### config.mk
export PLATFORM = sky130hd
export DESIGN_NAME = mmio_uart_tx
export DESIGN_NICKNAME = d
export VERILOG_FILES = /design/src/rtl/mmio_uart_tx.sv
export SDC_FILE = /design/constraint.sdc
export NUM_CORES = 1
export LEC_CHECK = 0
export BUFFER_PORTS_ARGS = -buffer_cell sky130_fd_sc_hd__buf_2
export CORE_ASPECT_RATIO = 0.9
export CORE_MARGIN = 2
export CORE_UTILIZATION = 53
export CTS_BUF_LIST = sky130_fd_sc_hd__clkbuf_4 sky130_fd_sc_hd__clkbuf_8
export DETAILED_ROUTE_END_ITERATION = 8
export HOLD_SLACK_MARGIN = 0.1
export PLACE_DENSITY = 0.79
export SYNTH_ARGS = -nofsm -noshare
export SYNTH_HDL_FRONTEND = slang
export SYNTH_SLANG_ARGS = --single-unit
### constraint.sdc
create_clock -name clk -period 2.77 [get_ports clk]
set_input_delay 0.277 -clock clk [delete_from_list [all_inputs] [get_ports clk]]
set_output_delay 0.277 -clock clk [all_outputs]
set_load 0.03 [all_outputs]
### src/rtl/mmio_uart_tx.sv
// Memory-mapped 8N1 UART transmitter with a TX FIFO and a programmable bit-period divider.
// Register window: TXDATA, STATUS, BAUDDIV and a reserved word, all at 32-bit offsets.
module mmio_uart_tx #(
  parameter logic [31:0] BASE_ADDR   = 32'h0000_0100,
  parameter int unsigned FIFO_DEPTH  = 8,
  parameter logic [15:0] DEFAULT_DIV = 16'd433
) (
  input  logic        clk,
  input  logic        RST,
  input  logic [31:0] address,
  input  logic [31:0] writeData,
  input  logic        nRD,
  input  logic        nWR,
  output logic [31:0] Dataout,
  output logic        tx,
  output logic        txIrq
);

  localparam int unsigned AW = $clog2(FIFO_DEPTH);
  localparam int unsigned CW = AW + 1;

  typedef enum logic [1:0] {StIdle, StStart, StData, StStop} state_e;

  logic          hit;
  logic [1:0]    offset;
  logic          push_req;
  logic          stat_wr;
  logic          div_wr;
  logic          push_ok;
  logic          pop;
  logic          empty;
  logic          full;
  logic          busy;

  logic [7:0]    mem [FIFO_DEPTH];
  logic [AW-1:0] wr_ptr_q;
  logic [AW-1:0] rd_ptr_q;
  logic [CW-1:0] count_q, count_d;
  logic          overflow_q;
  logic [15:0]   baud_q;

  state_e        state_q, state_d;
  logic [15:0]   bit_cnt_q, bit_cnt_d;
  logic [2:0]    bit_idx_q, bit_idx_d;
  logic [7:0]    shift_q, shift_d;
  logic          tx_q, tx_d;
  logic          bit_end;
  logic [2:0]    next_idx;

  logic          unused_bits;
  assign unused_bits = ^{address[1:0], writeData[31:16]};

  assign hit      = (address[31:4] == BASE_ADDR[31:4]);
  assign offset   = address[3:2];
  assign push_req = hit && !nWR && (offset == 2'd0);
  assign stat_wr  = hit && !nWR && (offset == 2'd1);
  assign div_wr   = hit && !nWR && (offset == 2'd2);

  assign empty   = (count_q == '0);
  assign full    = (count_q == CW'(FIFO_DEPTH));
  // A full FIFO still accepts a push when the transmitter pops on the same edge.
  assign push_ok = push_req && (!full || pop);
  assign busy    = (state_q != StIdle);

  always_comb begin
    count_d = count_q;
    unique case ({push_ok, pop})
      2'b10:   count_d = count_q + CW'(1);
      2'b01:   count_d = count_q - CW'(1);
      default: count_d = count_q;
    endcase
  end

  always_ff @(posedge clk) begin
    if (push_ok) begin
      mem[wr_ptr_q] <= writeData[7:0];
    end
  end

  always_ff @(posedge clk or posedge RST) begin
    if (RST) begin
      wr_ptr_q   <= '0;
      rd_ptr_q   <= '0;
      count_q    <= '0;
      overflow_q <= 1'b0;
      baud_q     <= DEFAULT_DIV;
    end else begin
      if (push_ok) wr_ptr_q <= wr_ptr_q + AW'(1);
      if (pop)     rd_ptr_q <= rd_ptr_q + AW'(1);
      count_q <= count_d;
      // A dropped push sets overflow even if the same cycle tries to clear it.
      if (push_req && !push_ok) begin
        overflow_q <= 1'b1;
      end else if (stat_wr && writeData[3]) begin
        overflow_q <= 1'b0;
      end
      if (div_wr) baud_q <= writeData[15:0];
    end
  end

  assign bit_end  = (bit_cnt_q == 16'd0);
  assign next_idx = bit_idx_q + 3'd1;

  always_comb begin
    state_d   = state_q;
    bit_cnt_d = bit_cnt_q;
    bit_idx_d = bit_idx_q;
    shift_d   = shift_q;
    tx_d      = tx_q;
    pop       = 1'b0;
    unique case (state_q)
      StIdle: begin
        tx_d = 1'b1;
        if (!empty) begin
          pop       = 1'b1;
          shift_d   = mem[rd_ptr_q];
          bit_cnt_d = baud_q;
          state_d   = StStart;
          tx_d      = 1'b0;
        end
      end
      StStart: begin
        if (bit_end) begin
          state_d   = StData;
          bit_idx_d = 3'd0;
          bit_cnt_d = baud_q;
          tx_d      = shift_q[0];
        end else begin
          bit_cnt_d = bit_cnt_q - 16'd1;
        end
      end
      StData: begin
        if (bit_end) begin
          bit_cnt_d = baud_q;
          if (bit_idx_q == 3'd7) begin
            state_d = StStop;
            tx_d    = 1'b1;
          end else begin
            bit_idx_d = next_idx;
            tx_d      = shift_q[next_idx];
          end
        end else begin
          bit_cnt_d = bit_cnt_q - 16'd1;
        end
      end
      StStop: begin
        if (bit_end) begin
          if (!empty) begin
            // Chain straight into the next frame without an idle cycle.
            pop       = 1'b1;
            shift_d   = mem[rd_ptr_q];
            bit_cnt_d = baud_q;
            state_d   = StStart;
            tx_d      = 1'b0;
          end else begin
            state_d = StIdle;
            tx_d    = 1'b1;
          end
        end else begin
          bit_cnt_d = bit_cnt_q - 16'd1;
        end
      end
      default: begin
        state_d = StIdle;
        tx_d    = 1'b1;
      end
    endcase
  end

  always_ff @(posedge clk or posedge RST) begin
    if (RST) begin
      state_q   <= StIdle;
      bit_cnt_q <= 16'd0;
      bit_idx_q <= 3'd0;
      shift_q   <= 8'd0;
      tx_q      <= 1'b1;
    end else begin
      state_q   <= state_d;
      bit_cnt_q <= bit_cnt_d;
      bit_idx_q <= bit_idx_d;
      shift_q   <= shift_d;
      tx_q      <= tx_d;
    end
  end

  always_comb begin
    Dataout = 32'h0;
    if (!nRD && hit) begin
      case (offset)
        2'd1:    Dataout = {16'h0, 8'(count_q), 4'h0, overflow_q, empty, full, busy};
        2'd2:    Dataout = {16'h0, baud_q};
        default: Dataout = 32'h0;
      endcase
    end
  end

  assign tx    = tx_q;
  assign txIrq = empty && (state_q == StIdle);

endmodule
**Yosys cells after proc, flatten, opt, wreduce, memory -nomap -nowiden**

Memories as Yosys holds them, arrays and structs flattened.
Index checks and enable logic that the tools add are counted.

- Bits in registers: 57
- Latch bits: 0
- Bits in writable memories: 64
- Bits in read-only memories: 0
- Bits of input ports: 68
- Word-level logic and storage cells: 98
- Memories kept: 1

- $add $sub $neg: 6
- $mul: 0
- Divide/modulo/power cells: 0
- $lt $le $gt $ge: 1
- Equality and inequality tests: 16
- Shift-type cells: 0
- Muxes and demuxes: 36
- Bitwise gates (word level): 0
- Reduce and logical (&&, ||, !) cells: 28

Memory list:

| memory | depth | bits a word | rd ports | clocked after memory_dff | write ports | line | text |
|---|---|---|---|---|---|---|---|
| mem | 8 | 8 | 1 | 0 | 1 | 35 | `logic [7:0] mem [FIFO_DEPTH];` |

Operators by type and width:

| cell | number |
|---|---|
| $mux 16 | 4 |
| $pmux 16 s3 | 1 |
| $pmux 16 s2 | 1 |
| $eq 28x5->1 const B | 1 |
| $logic_not 16->1 | 1 |
| $mux 8 | 2 |
| $pmux 8 s2 | 1 |
| $sub 16x1->16 const B | 1 |
| $mux 1 | 13 |
| $ne 2x2->1 const B | 6 |
| $mux 2 | 5 |
| $reduce_bool 2->1 | 5 |
| $add 3x1->3 const B | 3 |
| $logic_and 1x1->1 | 9 |
| $mux 3 | 3 |
| $eq 2x2->1 const B | 4 |
| $pmux 2 s4 | 1 |
| $pmux 4 s2 | 1 |
| $eq 2x1->1 const B | 3 |
| $pmux 3 s2 | 1 |
| $reduce_and 5->1 | 1 |
| $add 4x1->4 const B | 1 |
| $eq 4x4->1 const B | 1 |
| $logic_not 1->1 | 4 |
| 13 further kinds | 14 |

**Longest topological paths before layout**

- Word-level depth: 9
- Gate-level depth with buffers: 11
- Depth with buffers taken out: 11

**Worst setup path before layout**

Ideal clock, no wire load.

- Path kind: register -> register
- Start: register bit_cnt_q[0]
- End: memory mem[0][0], enable pin
- Setup time: 0.395 ns
- Arrival: 2.484 ns
- Data required time: 2.375 ns
- Path slack: -0.108 ns
- Cell stages (with the launch flop): 9
- Clock period less this slack: 2.878 ns
- Cells stage by stage: dfrtp_1 -> inv_1 -> ha_1 -> nor4b_2 -> and4_4 -> a31oi_4 -> nand2_2 -> nand2_2 -> nor4_1

- Longest elaborated chain between the ends: 7

RTL lines:

| what | line | text |
|---|---|---|
| start: declaration | 43 | `logic [15:0] bit_cnt_q, bit_cnt_d;` |
| start signal: assignment | 179 | `bit_cnt_q <= bit_cnt_d;` |
| $logic_not 16->1 | 101 | `assign bit_end = (bit_cnt_q == 16'd0);` |
| $mux 1 | 147 | `if (bit_end) begin` |
| $pmux 1 s2 | 111 | `unique case (state_q)` |
| $logic_or 1x1->1 | 62 | `assign push_ok = push_req && (!full \|\| pop);` |
| $logic_and 1x1->1 | 62 |  |
| $mux 1 | 75 | `if (push_ok) begin` |
| $mux 1 (implied by the code) | 76 | `mem[wr_ptr_q] <= writeData[7:0];` |
| end: declaration | 35 |  |

No other way between the ends.

**Worst setup path in the final report**

- Start: register count_q[0]
- End: output txIrq

- Longest elaborated chain between the ends: 2

RTL lines:

| what | line | text |
|---|---|---|
| start: declaration | 38 | `logic [CW-1:0] count_q, count_d;` |
| start signal: assignment | 90 | `count_q <= count_d;` |
| $logic_not 4->1 | 59 | `assign empty = (count_q == '0);` |
| $logic_and 1x1->1 | 198 | `assign txIrq = empty && (state_q == StIdle);` |
| end: declaration | 16 | `output logic txIrq` |

No other way between the ends.

==> key figures <==
Status
  • Outcome: finished clean

Clock tree
  • Clk root buf: clkbuf_8
  • CTS max path bufs: 2
  • Worst-Skew Late Latency: 0.43 ns
  • CTS H-tree lvls: 4
  • CTS sink cnt: 121
  • CTS buffer count: 17
  • CTS tree: yes
  • Clk slew on worst S/H paths: 0.07 ns

STA
  • Fmax: 385 MHz
  • Slew at the pin with the worst max-slew slack: 0.791 ns
  • RSZ-0062 raised after global routing: false
  • Slew Viols, Final: 0
  • Max transition margin: 47.2%
  • Final Skew: 0.00638 ns
  • Crit share post-route: 93.7%
  • TNS Setup: 0 ns
  • Min Tclk post-route: 2.60 ns
  • Final Hold Vio Count: 0
  • # setup viols final: 0

Global route
  • Overflow after GRT: 0
  • First-pass GRT wire length: 22700 um
  • Largest net degree at the start of global routing: 58
  • Initial antenna violation count: 0
  • Total GRT Usage: 23.5%
  • Number of global-route vias before repair: 4338

Finish
  • Design Area, Final: 0.00737 sq mm
  • Nets: 686
  • ANT cells: 0
  • Most frequent cells in the layout: buf_2 (67), edfxtp_1 (64), dfrtp_1 (51), nand2_1 (45), nor2_1 (38)
  • Share of cells above drive strength 1: 31.9%
  • Syn-to-layout area delta: 18.9%
  • Layout fillers: 837
  • Most common cell after layout, fill and taps aside: buf_2

Drt
  • Routed wire length: 14100 um
  • Drt initial violations: 405
  • Routed len/inst: 18.3 um
  • Via/cell ratio: 5.86
  • Residual DRC: 0
  • Post-route ant nets: 0
  • Vias: 4517
  • DRT Pass-1 Iters: 5

Yosys
  • Synthesized flop and latch total: 121
  • Register area share after synthesis: 54.2%
  • EDFF count, synth: 64
  • Synth warn: 0
  • Avg Inst Size Synth: 12.3 sq um
  • Post-synth cell types: 61
  • Synthesized area: 0.00619 sq mm
  • Main synth FF type: edfxtp_1
  • Post-synth ARST share: 47.1%
  • Mapped Cells: 502

Power
  • NetSw: 0.00120 W
  • PD cells: 615 mW/mm^2
  • Power Total: 0.00453 W
  • Sequential share of power: 45.1%
  • Switching share of power: 26.4%
  • Static Leak: 3.16 nW
  • Internal: 0.00333 W
  • Worst VDD drop: 375 uV
  • Power share of the clock group: 40.0%
  • Gate power share: 14.9%

Critical path
  • Critical path startpoint category: flip-flop
  • WS Path Type: reg -> out
  • Worst Setup End Kind: output port
  • Critical Path RT: 2.49 ns
  • Arrival time at the worst endpoint: 2.32 ns
  • Crit path max fanout: 12
  • R2R setup slack: 0.17 ns

Min path
  • Hold Crit Class: in -> reg

Die
  • Initial Utilization: 54.2%
  • Die ar.: 0.0126 sq mm
  • Die height: 107 um
  • Die W: 118 um
  • CORE AREA: 0.0114 sq mm
  • Rows: 37
  • I/O pin cnt: 102

Place
  • Post-DP HPWL: 9840 um
  • Gpl congestion: 0.927
  • IO Port Bufs: 67
  • Post-DP Area: 0.00676 sq mm

Run
  • Max_cap viols: 0
==> cell families after synthesis <==
kind of cell    Yosys count  share of synthesized area [%]
flops                   121                           54.2
buf+inv                  54                           4.67
other cells               1                         0.0605
xor+xnor                 19                           2.69
fa+ha+maj                16                           3.35
simple gates            147                           12.4
compound gates           89                           9.74
mux                      55                           12.9
==> Yosys cell counts, types with 6 or more instances <==
master / count / area (sq um)
xnor2_1: 13 / 114
mux2i_1: 17 / 170
o21ai_0: 25 / 125
a22oi_1: 9 / 67.6
dfrtp_1: 51 / 1280
dfstp_2: 6 / 158
inv_1: 14 / 52.6
a21oi_1: 15 / 75.1
nor3_1: 10 / 50.1
nor4_1: 9 / 56.3
nor2_1: 39 / 146
buf_2: 6 / 30.0
edfxtp_1: 64 / 1920
buf_4: 17 / 128
xor2_1: 6 / 52.6
and3_1: 11 / 68.8
mux2_2: 20 / 225
clkbuf_1: 13 / 48.8
mux4_2: 18 / 405
nand2_1: 45 / 169
ha_1: 15 / 188
==> critical path, cell delays in order, from the launching register on <==
cell	delay, ns
dfrtp_1	0.41
buf_4	0.17
or4_1	0.80
nor2_1	0.26
buf_2	0.24
==> what timing repair did <==
item,in CTS,in global routing
setup endpoints to repair,0,2
hold buffers,9,0
gates resized for setup,0,6
buffers inserted,0,3
hold endpoints to repair,59,0
==> flip-flops by register name, indices dropped and copies added, names as in the netlist <==
name        cells
overflow_q      1
shift_q         8
rd_ptr_q        3
wr_ptr_q        3
bit_idx_q       3
mem            64
bit_cnt_q      16
baud_q         16
count_q         4
tx              1
state_q         2
==> through the flow <==
step	instances	util, %	hold WS (ns)	setup slack [ns]
3_5_place_dp	727	59.1	0.465	0.0912
5_1_grt	771	64.4	0.130	0.0112
2_1_floorplan	517	-	0.376	0.0803
4_1_cts	768	63.9	0.119	0.0271
3_3_place_gp	727	59.1	0.467	0.211
6_report	771	64.4	0.142	0.174
==> path summary, 6_finish.rpt <==
check / start / endpoint / depth (start not counted)
worst max-delay path: count_q[0] / txIrq / 4
max in group asynchronous: RST / count_q[1] / 4
min in group asynchronous: RST / shift_q[2] / 4
worst min register to register: rd_ptr_q[0] / rd_ptr_q[0] / 1
worst max register to register: bit_cnt_q[0] / count_q[3] / 11
worst min-delay path: writeData[4] / mem[3][4] / 1
==> layout make-up <==
type	count	area [sq um]	area share [%]
flip-flops and latches	121	3360	45.6
multi-input cells	342	2650	36.0
repair buffers	106	651	8.83
clock buffers	18	241	3.28
clock inverters	14	216	2.94
well taps	156	195	2.65
inverters	14	52.6	0.713
==> power groups by stage <==
stage / Combinational, W / Clock (W) / Sequential, W
after floorplan: 0.000458 / 0 / 0.00207
after global placement: 0.000621 / 0 / 0.00208
after detailed placement: 0.000656 / 0 / 0.00208
after CTS: 0.000667 / 0.00183 / 0.00204
after global routing: 0.000740 / 0.00191 / 0.00205
final: 0.000675 / 0.00181 / 0.00204
==> per-layer routing <==
| metal | wire [um] | vias to the layer above | track usage, % |
|---|---|---|---|
| li1 | - | 2044 | - |
| met1 | 5850 | 2249 | 31.0 |
| met2 | 7020 | 192 | 39.2 |
| met3 | 904 | 32 | 4.45 |
| met4 | 331 | 0 | 8.78 |
| met5 | 0 | - | 0 |
(Power assumes the default switching activity.)
